### src/rtl/capture_pkg.sv
// Shared types and default sizing for the logic-analyzer capture sequencer.
package capture_pkg;

    localparam int FIFO_DEPTH = 32768;
    localparam int DATA_W     = 8;

    typedef enum logic [2:0] {
        ST_IDLE,
        ST_CLEAR,
        ST_WAIT_TRIG,
        ST_CAPTURE,
        ST_DRAIN,
        ST_DONE
    } cap_state_e;

    typedef enum logic [1:0] {
        IMMEDIATE = 2'b00,
        RISING    = 2'b01,
        FALLING   = 2'b10,
        LEVEL     = 2'b11
    } trig_mode_e;

endpackage

### src/rtl/capture_trig_detect.sv
// Trigger detector: registers trig_in every cycle and flags a mode-dependent
// condition that only counts on a cycle carrying a valid sample.
module capture_trig_detect
    import capture_pkg::*;
(
    input  logic       clk,
    input  logic       reset_n,
    input  trig_mode_e mode,
    input  logic       trig_in,
    input  logic       sample_valid,
    output logic       trig_hit
);

    logic trig_q_reg;
    logic cond;

    always_ff @(posedge clk or negedge reset_n) begin
        if (!reset_n) begin
            trig_q_reg <= 1'b0;
        end else begin
            trig_q_reg <= trig_in;
        end
    end

    always_comb begin
        cond = 1'b0;
        case (mode)
            IMMEDIATE: cond = 1'b1;
            RISING:    cond = trig_in & ~trig_q_reg;
            FALLING:   cond = ~trig_in & trig_q_reg;
            LEVEL:     cond = trig_in;
            default:   cond = 1'b0;
        endcase
    end

    assign trig_hit = cond & sample_valid;

endmodule

### src/rtl/sample_capture_ctrl.sv
// Capture sequencer for sample_fifo: clear, arm trigger, write N qualified samples,
// then drain to a valid/ready consumer. At most one FIFO operation per cycle.
module sample_capture_ctrl #(
    parameter int DATA_W     = capture_pkg::DATA_W,
    parameter int FIFO_DEPTH = capture_pkg::FIFO_DEPTH,
    parameter int CNT_W      = $clog2(FIFO_DEPTH) + 1
) (
    input  logic              clk,
    input  logic              reset_n,
    input  logic              start,
    input  logic              abort,
    input  logic [CNT_W-1:0]  sample_count,
    input  logic [1:0]        trig_mode,
    input  logic              trig_in,
    input  logic [DATA_W-1:0] sample_in,
    input  logic              sample_valid,
    output logic [DATA_W-1:0] out_data,
    output logic              out_valid,
    input  logic              out_ready,
    output logic              busy,
    output logic              done,
    output logic              overflow,
    output logic              fifo_en,
    output logic              fifo_rnw,
    output logic              fifo_clear,
    output logic [DATA_W-1:0] fifo_data_in,
    input  logic              fifo_full,
    input  logic              fifo_empty,
    input  logic [DATA_W-1:0] fifo_data_out
);
    import capture_pkg::*;

    localparam logic [CNT_W-1:0] DEPTH_CNT = CNT_W'(FIFO_DEPTH);
    localparam logic [CNT_W-1:0] ONE_CNT   = CNT_W'(1);

    cap_state_e       state_reg, state_next;
    trig_mode_e       mode_reg, mode_next;
    logic [CNT_W-1:0] target_reg, target_next;
    logic [CNT_W-1:0] wr_cnt_reg, wr_cnt_next;
    logic [CNT_W-1:0] rd_cnt_reg, rd_cnt_next;
    logic             overflow_reg, overflow_next;

    logic             trig_hit;
    logic             wr_req, rd_req, clr_req;
    logic             drain_avail;
    logic [CNT_W-1:0] start_target;

    capture_trig_detect u_trig_detect (
        .clk          (clk),
        .reset_n      (reset_n),
        .mode         (mode_reg),
        .trig_in      (trig_in),
        .sample_valid (sample_valid),
        .trig_hit     (trig_hit)
    );

    // A zero or oversized request means "fill the whole buffer".
    assign start_target = ((sample_count == '0) || (sample_count > DEPTH_CNT)) ?
                          DEPTH_CNT : sample_count;

    assign drain_avail = !fifo_empty && (rd_cnt_reg != wr_cnt_reg);

    always_ff @(posedge clk or negedge reset_n) begin
        if (!reset_n) begin
            state_reg    <= ST_IDLE;
            mode_reg     <= IMMEDIATE;
            target_reg   <= '0;
            wr_cnt_reg   <= '0;
            rd_cnt_reg   <= '0;
            overflow_reg <= 1'b0;
        end else begin
            state_reg    <= state_next;
            mode_reg     <= mode_next;
            target_reg   <= target_next;
            wr_cnt_reg   <= wr_cnt_next;
            rd_cnt_reg   <= rd_cnt_next;
            overflow_reg <= overflow_next;
        end
    end

    always_comb begin
        state_next    = state_reg;
        mode_next     = mode_reg;
        target_next   = target_reg;
        wr_cnt_next   = wr_cnt_reg;
        rd_cnt_next   = rd_cnt_reg;
        overflow_next = overflow_reg;
        wr_req        = 1'b0;
        rd_req        = 1'b0;
        clr_req       = 1'b0;
        out_valid     = 1'b0;
        done          = 1'b0;

        // Abort overrides everything, including a simultaneous start or FIFO op.
        if (abort) begin
            clr_req    = 1'b1;
            state_next = ST_IDLE;
        end else begin
            case (state_reg)
                ST_IDLE: begin
                    if (start) begin
                        target_next   = start_target;
                        mode_next     = trig_mode_e'(trig_mode);
                        wr_cnt_next   = '0;
                        rd_cnt_next   = '0;
                        overflow_next = 1'b0;
                        state_next    = ST_CLEAR;
                    end
                end

                ST_CLEAR: begin
                    clr_req    = 1'b1;
                    state_next = (mode_reg == IMMEDIATE) ? ST_CAPTURE : ST_WAIT_TRIG;
                end

                ST_WAIT_TRIG: begin
                    // The triggering sample itself is sample 1.
                    if (trig_hit) begin
                        if (fifo_full) begin
                            overflow_next = 1'b1;
                            state_next    = ST_DRAIN;
                        end else begin
                            wr_req      = 1'b1;
                            wr_cnt_next = ONE_CNT;
                            state_next  = (target_reg == ONE_CNT) ? ST_DRAIN : ST_CAPTURE;
                        end
                    end
                end

                ST_CAPTURE: begin
                    if (sample_valid) begin
                        if (fifo_full) begin
                            overflow_next = 1'b1;
                            state_next    = ST_DRAIN;
                        end else begin
                            wr_req      = 1'b1;
                            wr_cnt_next = wr_cnt_reg + ONE_CNT;
                            if (wr_cnt_next == target_reg) begin
                                state_next = ST_DRAIN;
                            end
                        end
                    end
                end

                ST_DRAIN: begin
                    if (rd_cnt_reg == wr_cnt_reg) begin
                        state_next = ST_DONE;
                    end else begin
                        out_valid = drain_avail;
                        if (drain_avail && out_ready) begin
                            rd_req      = 1'b1;
                            rd_cnt_next = rd_cnt_reg + ONE_CNT;
                            if (rd_cnt_next == wr_cnt_reg) begin
                                state_next = ST_DONE;
                            end
                        end
                    end
                end

                ST_DONE: begin
                    done       = 1'b1;
                    state_next = ST_IDLE;
                end

                default: state_next = ST_IDLE;
            endcase
        end
    end

    assign fifo_en      = wr_req | rd_req;
    assign fifo_rnw     = rd_req;
    assign fifo_clear   = clr_req;
    assign fifo_data_in = wr_req ? sample_in : '0;

    assign out_data = out_valid ? fifo_data_out : '0;
    assign busy     = (state_reg != ST_IDLE);
    assign overflow = overflow_reg;

endmodule

### config.mk
export PLATFORM = sky130hd
export DESIGN_NAME = sample_capture_ctrl
export DESIGN_NICKNAME = d
export VERILOG_FILES = /design/src/rtl/capture_pkg.sv /design/src/rtl/capture_trig_detect.sv /design/src/rtl/sample_capture_ctrl.sv
export SDC_FILE = /design/constraint.sdc
export NUM_CORES = 1
export LEC_CHECK = 0
export ABC_AREA = 1
export CORE_MARGIN = 2
export CORE_UTILIZATION = 25
export DETAILED_ROUTE_END_ITERATION = 10
export PLACE_DENSITY = 0.5
export SLEW_MARGIN = 20
export SYNTH_ARGS = -nofsm -noshare
export SYNTH_HDL_FRONTEND = slang
export SYNTH_HIERARCHICAL = 1
export SYNTH_SLANG_ARGS = --single-unit
### constraint.sdc
create_clock -name clk -period 2.4 [get_ports clk]
set_input_delay 0.48 -clock clk [delete_from_list [all_inputs] [get_ports clk]]
set_output_delay 0.48 -clock clk [all_outputs]
set_load 0.05 [all_outputs]
==> flow_metrics.tcl, run 1 <==
set metrics [dict create \
    status "finished, violations left" \
    failed_checks "setup timing" \
    finalHoldViolations 0 \
    insertion_delay_ps 300 \
    grt_pass1_vias 4339 \
    worst_slack_ps -54.46 \
    die_area_sq_um 18190 \
    fmax_mhz 407.4 \
    cap_violations 0 \
    finalCritPeriodShare_pct 102.3 \
    clock-root-buffer "clkbuf_16" \
    required_ps 1920 \
    grt_pass1_wl_mm 21.20 \
    utilization_pct 38.41 \
    power_frac_seq_pct 31.2 \
    core-area_sq_um 16640 \
    port-buffer-count 65 \
    drtIter0Drc 171 \
    ir_worst_vdd_v 0.0005219 \
    nets 840 \
    whs_ps 152.8 \
    antenna_found_initial 0 \
    synth_area_sq_um 4283 \
    tns_ps -617.3 \
    dp_slack_ps -408.5 \
    crit_path_end_kind "output port" \
    drive_above_1_share_pct 28.52 \
    track_usage_pct 14.44 \
    die_height_um 134.9 \
    wirelength_mm 12.84 \
    crit_type "reg2out" \
    r2r_start "wr_cnt_reg[1]$_DFFE_PN0P_" \
    power.switching_mw 1.634 \
    die_w_um 134.9 \
    cts-hold-fix-buffers 0 \
    start_util_pct 25.73 \
    syn_to_final_growth_pct 49.26 \
    seq_area_frac_synth_pct 32.14 \
    combPwrFrac_pct 49.8 \
    postSynthAreaPerCell_sq_um 6.529 \
    most-common-layout-cells "nand2_1, inv_1, nand3_1" \
    ys_ff_latch 55 \
    drcViolationCount 0 \
    dr_total_vias 4459 \
    cts_tree "built" \
    setup_viol 16 \
    r2r-end "state_reg[1]$_DFFE_PN0P_" \
    firstDrtPassIters 5 \
    gp_congestion 0.8317 \
    num_rows 47 \
    viasPerCell 4.389 \
    worstPathMaxFanout 5 \
    yosysWarnings 6 \
    hp-class "in2async" \
    synth-main-ff-cell "dfrtp_1" \
    grt_setup_unrepaired "true" \
    synthArstFlopShare_pct 100.0 \
    power.density_cell_area_nw_per_um2 608.5 \
    clkTransAtPathRegs_ps 70 \
    clockBufferDepth 2 \
    ff2ff_setup_slack_ps 170 \
    grt_max_degree 34 \
    ios 66 \
    relSlewSlack_pct 63.20 \
    p_leak_nw 2.889 \
    overflow 0 \
    timing.final.max_slew_violations 0 \
    total_power_mw 3.890 \
    crit_arrival_ps 1970 \
    cts_max_level 2 \
    synth-edff-count 0 \
    cts_made_buffers 5 \
    reg2regPathDepth 15 \
    skew_ps 6.446 \
    antenna_cells 0 \
    clock-sinks 55 \
    finalCriticalPeriod_ps 2454 \
    netlist_instances 656 \
    wl_per_cell_um 12.63 \
    place_hpwl_mm 10.04 \
    synth_nets 701 \
    final_common_cell "nand2_1" \
    clockPowerShare_pct 19.0 \
    antenna_left 0 \
    p_sw_share_pct 42.01 \
    tightest_slew_ps 546.2 \
    synth.distinct_cells 37 \
    p_int_mw 2.256 \
    critPathLaunchType "flip-flop" \
]
-- worst max-delay path by stage --
stage / start / end / slack [ps]
2_1_floorplan: state_reg[1]$_DFFE_PN0P_ / out_data[0] / -200
3_3_place_gp: trig_in / fifo_data_in[4] / -380
3_5_place_dp: trig_in / fifo_data_in[4] / -410
4_1_cts: mode_reg[1]$_DFFE_PN0P_ / fifo_data_in[6] / -100
5_1_grt: mode_reg[1]$_DFFE_PN0P_ / fifo_data_in[7] / -230
6_report: mode_reg[1]$_DFFE_PN0P_ / fifo_data_in[7] / -50
-- metrics by stage --
step	std cells	area, sq um
after floorplan	656	4390
after detailed placement	973	5812
after CTS	1004	6245
after global routing	1016	6392
final	1016	6392
after global placement	973	5812
-- synthesized netlist by cell type (5+ instances only) --
master,number,area share [%]
nand2_1,195,17
inv_1,105,9.2
nand3_1,74,8.6
nor2_1,74,6.5
dfrtp_1,55,32
o21ai_0,26,3.0
nand4_1,19,2.8
xor2_1,11,2.2
o22ai_2,10,2.9
nand2_2,9,1.3
nor2_4,8,2.1
nor3_1,8,0.93
o22ai_1,7,1.0
buf_2,6,0.70
nand3_2,6,1.4
nor2_2,5,0.73
xnor2_1,5,1.0
-- cell type report --
| class | count | area (sq um) |
|---|---|---|
| inverters | 108 | 416.7 |
| fillers | 1771 | 10250 |
| clock buffers | 6 | 128.9 |
| repair buffers | 143 | 1499 |
| flip-flops and latches | 55 | 1390 |
| multi-input cells | 482 | 2670 |
| clock inverters | 2 | 12.51 |
| well taps | 220 | 275.3 |
-- power groups by stage --
stage | Clock (mW) | Sequential, mW | Combinational, mW
2_1_floorplan | 0 | 1.22 | 1.19
3_3_place_gp | 0 | 1.23 | 1.82
3_5_place_dp | 0 | 1.23 | 1.82
4_1_cts | 0.763 | 1.21 | 1.95
5_1_grt | 0.815 | 1.23 | 2.18
6_report | 0.738 | 1.21 | 1.94
-- critical path, stage by stage (launching register included) --
cell and delay (ps):
dfrtp_1 400, inv_2 70, nor2_2 30, nand2_1 50
nand2_1 60, nor2_2 90, nor3_2 60, nor2_2 110
nand4_2 130, nor2_4 190, nand3_4 190, nor2_4 160
buf_12 150
-- metal layers --
layer	track usage, %	part of all wire, %	vias up
met5	0	0	-
met1	19.68	48	1988
met2	23.91	48	71
li1	-	-	2384
met4	5.088	2.2	0
met3	1.314	2.1	16
-- cell families after synthesis --
group,share of synthesized area [%]
AO/OA/AOI/OAI,9.115
XOR/XNOR,3.272
adder cells (fa/ha/maj),0.5842
buffers and inverters,11.54
flip-flops,32.14
AND/OR/NAND/NOR,43.35
-- timing repair --
action | in CTS | in global routing
setup buffers | 22 | 12
setup endpoints to repair | 18 | 22
pin swaps | 20 | 10
cloned | 1 | 0
resized for setup | 49 | 24
No activity file was read; power rests on OpenSTA's default activity.
==> run 2: changes to the inputs <==
Settings changed: ABC_AREA 1 to unset, PLACE_DENSITY 0.5 to 0.51.
==> run 2 against run 1 <==
Against the previous run: critical path depth down 3; first-iteration DRC count up 64%; sequential power up 6%; the flow still finishes with violations (setup timing); largest power group unchanged; count of clock-buffer cells in the layout down 1; synthesized cell count down 30%; die area down 8.4%; worst setup slack worse by 320 ps; highest routed layer unchanged; clock skew about the same; sequential share of layout area down 0.31 points.
==> flow_metrics.tcl, run 2 <==
set metrics [dict create \
    num_rows 45 \
    reg2regPathDepth 12 \
    tns_ps -4055 \
    synth_top_cell_area_share_pct 35.18 \
    port-buffer-count 65 \
    final_common_cell "buf_4" \
    grt_max_degree 56 \
    antenna_found_initial 0 \
    cts_made_buffers 5 \
    ir_worst_vdd_v 0.0004515 \
    critPathLaunchType "flip-flop" \
    grt_pass1_wl_mm 20.84 \
    grt_pass1_vias 4212 \
    clock-sinks 55 \
    postSynthAreaPerCell_sq_um 8.505 \
    gp_congestion 0.9018 \
    firstDrtPassIters 4 \
    clock-root-buffer "clkbuf_16" \
    skew_ps 6.475 \
    relSlewSlack_pct 63.53 \
    synthArstFlopShare_pct 100.0 \
    crit_type "reg2out" \
    core-area_sq_um 15260 \
    synthTopCellsByCount "dfrtp_1, nand2_1, o21ai_0" \
    grtUsageMet3_pct 3.055 \
    seq_area_frac_synth_pct 35.18 \
    grt_setup_unrepaired "true" \
    start_util_pct 25.64 \
    fmax_mhz 360.5 \
    power.density_cell_area_nw_per_um2 595.4 \
    ff2ff_setup_slack_ps -260 \
    yosysMostFrequentCell "dfrtp_1" \
    ios 66 \
    failed_checks "setup timing" \
    r2r_start "rd_cnt_reg[0]$_DFFE_PN0P_" \
    cts_max_level 2 \
    synth_nets 505 \
    worst_slack_ps -373.6 \
    setup_viol 30 \
    nets 687 \
    finalCritPeriodShare_pct 115.6 \
    cap_violations 0 \
    timing.final.max_slew_violations 0 \
    track_usage_pct 15.61 \
    antenna_left 0 \
    wl_per_cell_um 15.12 \
    finalHoldViolations 0 \
    wirelength_mm 12.89 \
    required_ps 1920 \
    synth-edff-count 0 \
    hp-class "in2async" \
    die_area_sq_um 16670 \
    drive_above_1_share_pct 37.38 \
    crit_arrival_ps 2290 \
    drtIter0Drc 281 \
    yosys-top-cells-area "dfrtp_1, xnor2_1, xor2_1" \
    status "finished, violations left" \
    netlist_instances 460 \
    insertion_delay_ps 310 \
    synth.distinct_cells 63 \
    most-common-layout-cells "buf_4, dfrtp_1, clkdlybuf4s50_1" \
    top_usage_layer "met2" \
    clkTransAtPathRegs_ps 80 \
    met1_usage_pct 20.69 \
    drcViolationCount 0 \
    whs_ps 161.0 \
    ys_ff_latch 55 \
    fillCellCount 1501 \
    grtUsageMet2_pct 26.28 \
    crit_path_end_kind "output port" \
    synth_area_sq_um 3913 \
    viasPerCell 4.866 \
    antenna_cells 0 \
    worstPathMaxFanout 3 \
    cts_tree "built" \
    finalCriticalPeriod_ps 2774 \
    cts-hold-fix-buffers 0 \
    tightest_slew_ps 546.5 \
    yosys.area.top_type "dfrtp_1" \
    die_height_um 129.1 \
    syn_to_final_growth_pct 65.01 \
    r2r-end "state_reg[0]$_DFFE_PN0P_" \
    dr_total_vias 4151 \
    die_w_um 129.1 \
    p_leak_nw 2.826 \
    yosysWarnings 6 \
    clockBufferDepth 2 \
    overflow 0 \
    synth-main-ff-cell "dfrtp_1" \
    place_hpwl_mm 9.804 \
]
run 2: timing repair:
| item | in CTS | in global routing |
|---|---|---|
| gates resized for setup | 51 | 29 |
| pin swaps | 26 | 26 |
| cloned | 1 | 1 |
| endpoints found under the setup margin | 37 | 49 |
| buffers inserted | 13 | 8 |
run 2: stage by stage:
step	worst slack, ps	std cells	util [%]	cell area, sq um	total power, mW
floorplan	-22.10	460	-	3968	2.190
global placement	-422.3	824	38.27	5839	2.819
detailed placement	-498.0	824	38.27	5839	2.838
CTS	-334.3	845	41.14	6277	3.804
global route	-420.3	853	42.31	6456	4.077
finish	-373.6	853	42.31	6456	3.844
run 2: worst max-delay path, stage by stage (launching register included):
cell	delay, ps
dfrtp_1	420
buf_6	140
xnor2_2	120
nand4_1	90
nor4_2	60
a311o_1	400
or3b_4	420
buf_6	140
nand2b_4	60
buf_12	130
run 2: logic make-up (layout without fill, tap and decap cells):
group | after synthesis | after routing | synth area share, %
muxes | 4 | 4 | 1.087
AOI/OAI and AO/OA | 113 | 113 | 18.90
DFF | 55 | 55 | 35.18
adders and majority gates | 2 | 2 | 0.6395
xor gates and xnor gates | 52 | 52 | 11.64
buffers and inverters | 41 | 222 | 4.669
and+or+nand+nor | 193 | 194 | 27.89
run 2: worst max path at each step:
stage | endpoint | cells after the start | startpoint
floorplan | rd_cnt_reg[9]$_DFFE_PN0P_ | 11 | wr_cnt_reg[9]$_DFFE_PN0P_
global placement | state_reg[0]$_DFFE_PN0P_ | 12 | trig_in
detailed placement | state_reg[0]$_DFFE_PN0P_ | 11 | trig_in
CTS | fifo_en | 8 | rd_cnt_reg[0]$_DFFE_PN0P_
global route | fifo_en | 9 | rd_cnt_reg[2]$_DFFE_PN0P_
finish | fifo_en | 9 | rd_cnt_reg[2]$_DFFE_PN0P_
run 2: metal layers:
metal,wire [um],share of wire (%)
met1,5782,45
met5,0,0
met2,6462,50
met4,239,1.9
met3,409,3.2
run 2: area by class of cell:
type                    instances  area, sq um  share of cell area [%]
well taps                     211        264.0                   4.089
multi-input cells             365         2648                   41.01
clock buffers                   5        125.1                   1.938
repair buffers                205         1958                   30.33
clock inverters                 2        37.54                  0.5814
inverters                      10        40.04                  0.6202
flip-flops and latches         55         1384                   21.43
run 2: where the power goes:
group	internal, mW	switching [mW]	leakage (nW)
registers	1.10	0.187	0.732
logic	0.840	0.870	2.02
clock network	0.488	0.362	0.0759
==> run 3: changes to the inputs <==
Settings changed: CAP_MARGIN set to 20.
==> results of run 3 <==
No change in the layout: final DEF, timing and power equal those of run 2.
==> variant: new RTL, settings of run 1 <==
Set the package constant `FIFO_DEPTH` to 65536 (it was 32768).
--- a/src/rtl/capture_pkg.sv
+++ b/src/rtl/capture_pkg.sv
@@ -3,3 +3,3 @@
 
-    localparam int FIFO_DEPTH = 32768;
+    localparam int FIFO_DEPTH = 65536;
     localparam int DATA_W     = 8;
Ports: changed (resized sample_count); port bits go from 66 to 67. The function was not compared with the original's and may differ.
==> variant against run 1 <==
- the run still ends with setup timing left
- via count up 8.2%
- wire length up 9.0%
- cell area up 5.8%
- global-route usage up 0.96 points
- power up 20%
- sequential cell count up 3
- setup slack worse by 0.011 ns
- combinational power up 9.8%
- critical path depth down 2
- non-clock buffer count up 21
- die area up 1.4%
- core utilization up 1.1 points
- area after synthesis up 1.4%
- critical path type unchanged
- critical endpoint is now out_data[0]
- largest cell class unchanged
==> variant: results (changes against run 1) <==
Outcome
  – Status: finished with violations (unchanged)
  – Violated checks: setup timing (unchanged)

Place
  – PortBufs: 66 (was 65)
  – Placed Cells incl. Taps: 1026 (was 973)
  – DPL Wire Length: 10800 µm (was 10000 µm)
  – GPL Wtd Cong: 0.849 (was 0.832)

Critical path
  – CP Max Fanout: 8 (was 5)
  – Crit path DAT: 1.99 ns (was 1.97 ns)
  – Worst reg2reg setup slack: 0.10 ns (was 0.17 ns)

GRT
  – Largest net degree at the start of global routing: 35 (was 34)
  – M3 GR Usage: 2.13% (was 1.31%)
  – Grt met1 use: 20.8% (was 19.7%)
  – Vias in the first global route: 4458 (was 4339)
  – All-layer global routing usage: 15.4% (was 14.4%)
  – Global-route wire length before repair: 22200 µm (was 21200 µm)

Drt
  – Vias per Instance: 4.47 (was 4.39)
  – Met2 wire len: 6570 µm (was 6160 µm)
  – Vias: 4824 (was 4459)
  – M1 WL: 6830 µm (was 6120 µm)
  – Final WL: 14000 µm (was 12800 µm)

Clocking
  – Post-CTS Setup Bufs: 18 (was 22)
  – Post-CTS sizing: 47 (was 49)
  – CTS buffer count: 9 (was 5)
  – H-tree depth: 3 (was 2)
  – Clock Latency Late Sink: 0.34 ns (was 0.30 ns)

Synthesis
  – Top post-synthesis cells by count: nand2_1, inv_1, nand3_1, nor2_1, dfrtp_1 (unchanged)
  – Mean post-synth cell area: 6.28 µm² (was 6.53 µm²)
  – Unique masters post-synth: 35 (was 37)
  – Syn Nets: 739 (was 701)
  – Top post-synthesis cells by area: dfrtp_1, nand2_1, nand3_1 (was dfrtp_1, nand2_1, inv_1)

Final layout
  – Layout cells sized above 1: 26.4% (was 28.5%)
  – Nets@finish: 897 (was 840)

STA
  – Max-slew headroom: 61.3% (was 63.2%)
  – Setup_tns: -0.933 ns (was -0.617 ns)
  – Setup WS post-layout: -0.0653 ns (was -0.0545 ns)
  – Count of final setup violators: 18 (was 16)

Pwr
  – Lkg Pwr: 3.13 nW (was 2.89 nW)
  – Worst vdd ir: 0.000445 V (was 0.000522 V)
==> variant: layout make-up <==
class,count,area (µm²)
fill,1763,10400
timing repair buffer,164,1680
inverter,103,393
tap,225,282
clock buffer,11,243
clock inverter,5,30.0
multi-input combinational,514,2680
sequential,58,1460
==> variant: kinds of logic (layout without fill, tap and decap cells) <==
family | Yosys count | in the layout | share of synthesized area (%)
flops | 58 | 58 | 33.4
fa+ha+maj | 3 | 3 | 0.864
compound gates | 68 | 68 | 8.76
xor+xnor | 17 | 17 | 3.75
simple gates | 426 | 426 | 42.6
buf+inv | 120 | 283 | 10.7
==> variant: path summary, 6_finish.rpt <==
kind,from,endpoint,depth (start not counted)
setup / recovery,rd_cnt_reg[10],out_data[0],10
setup reg to reg,rd_cnt_reg[8],state_reg[0],18
hold reg to reg,overflow,overflow,2
max in group asynchronous,reset_n,wr_cnt_reg[3],2
min in group clk,trig_in,u_trig_detect/trig_q_reg,1
hold / removal,reset_n,wr_cnt_reg[0],1
==> variant: worst max-delay path: stages (launching register included) <==
cell        delay, ns
dfrtp_1          0.42
xnor2_2          0.24
nand3_1          0.12
nor2_2           0.17
nand3_2          0.12
nand2_2          0.11
nor2_4           0.05
clkinvlp_4       0.07
buf_12           0.15
nor2_4           0.05
buf_12           0.14
==> variant: per-stage QoR <==
step / utilization [%] / worst slack [ns] / hold WS [ns]
after floorplan: - / -0.168 / 0.184
after global placement: 35.0 / -0.319 / 0.502
after detailed placement: 35.0 / -0.325 / 0.514
after CTS: 38.2 / -0.117 / 0.157
after global routing: 39.5 / -0.166 / 0.177
final: 39.5 / -0.0653 / 0.142
==> variant: where the power goes <==
part	leakage [nW]	switching [mW]	internal, mW
logic	2.23	1.21	0.913
registers	0.765	0.163	1.18
clock network	0.131	0.488	0.721
total	3.13	1.87	2.81
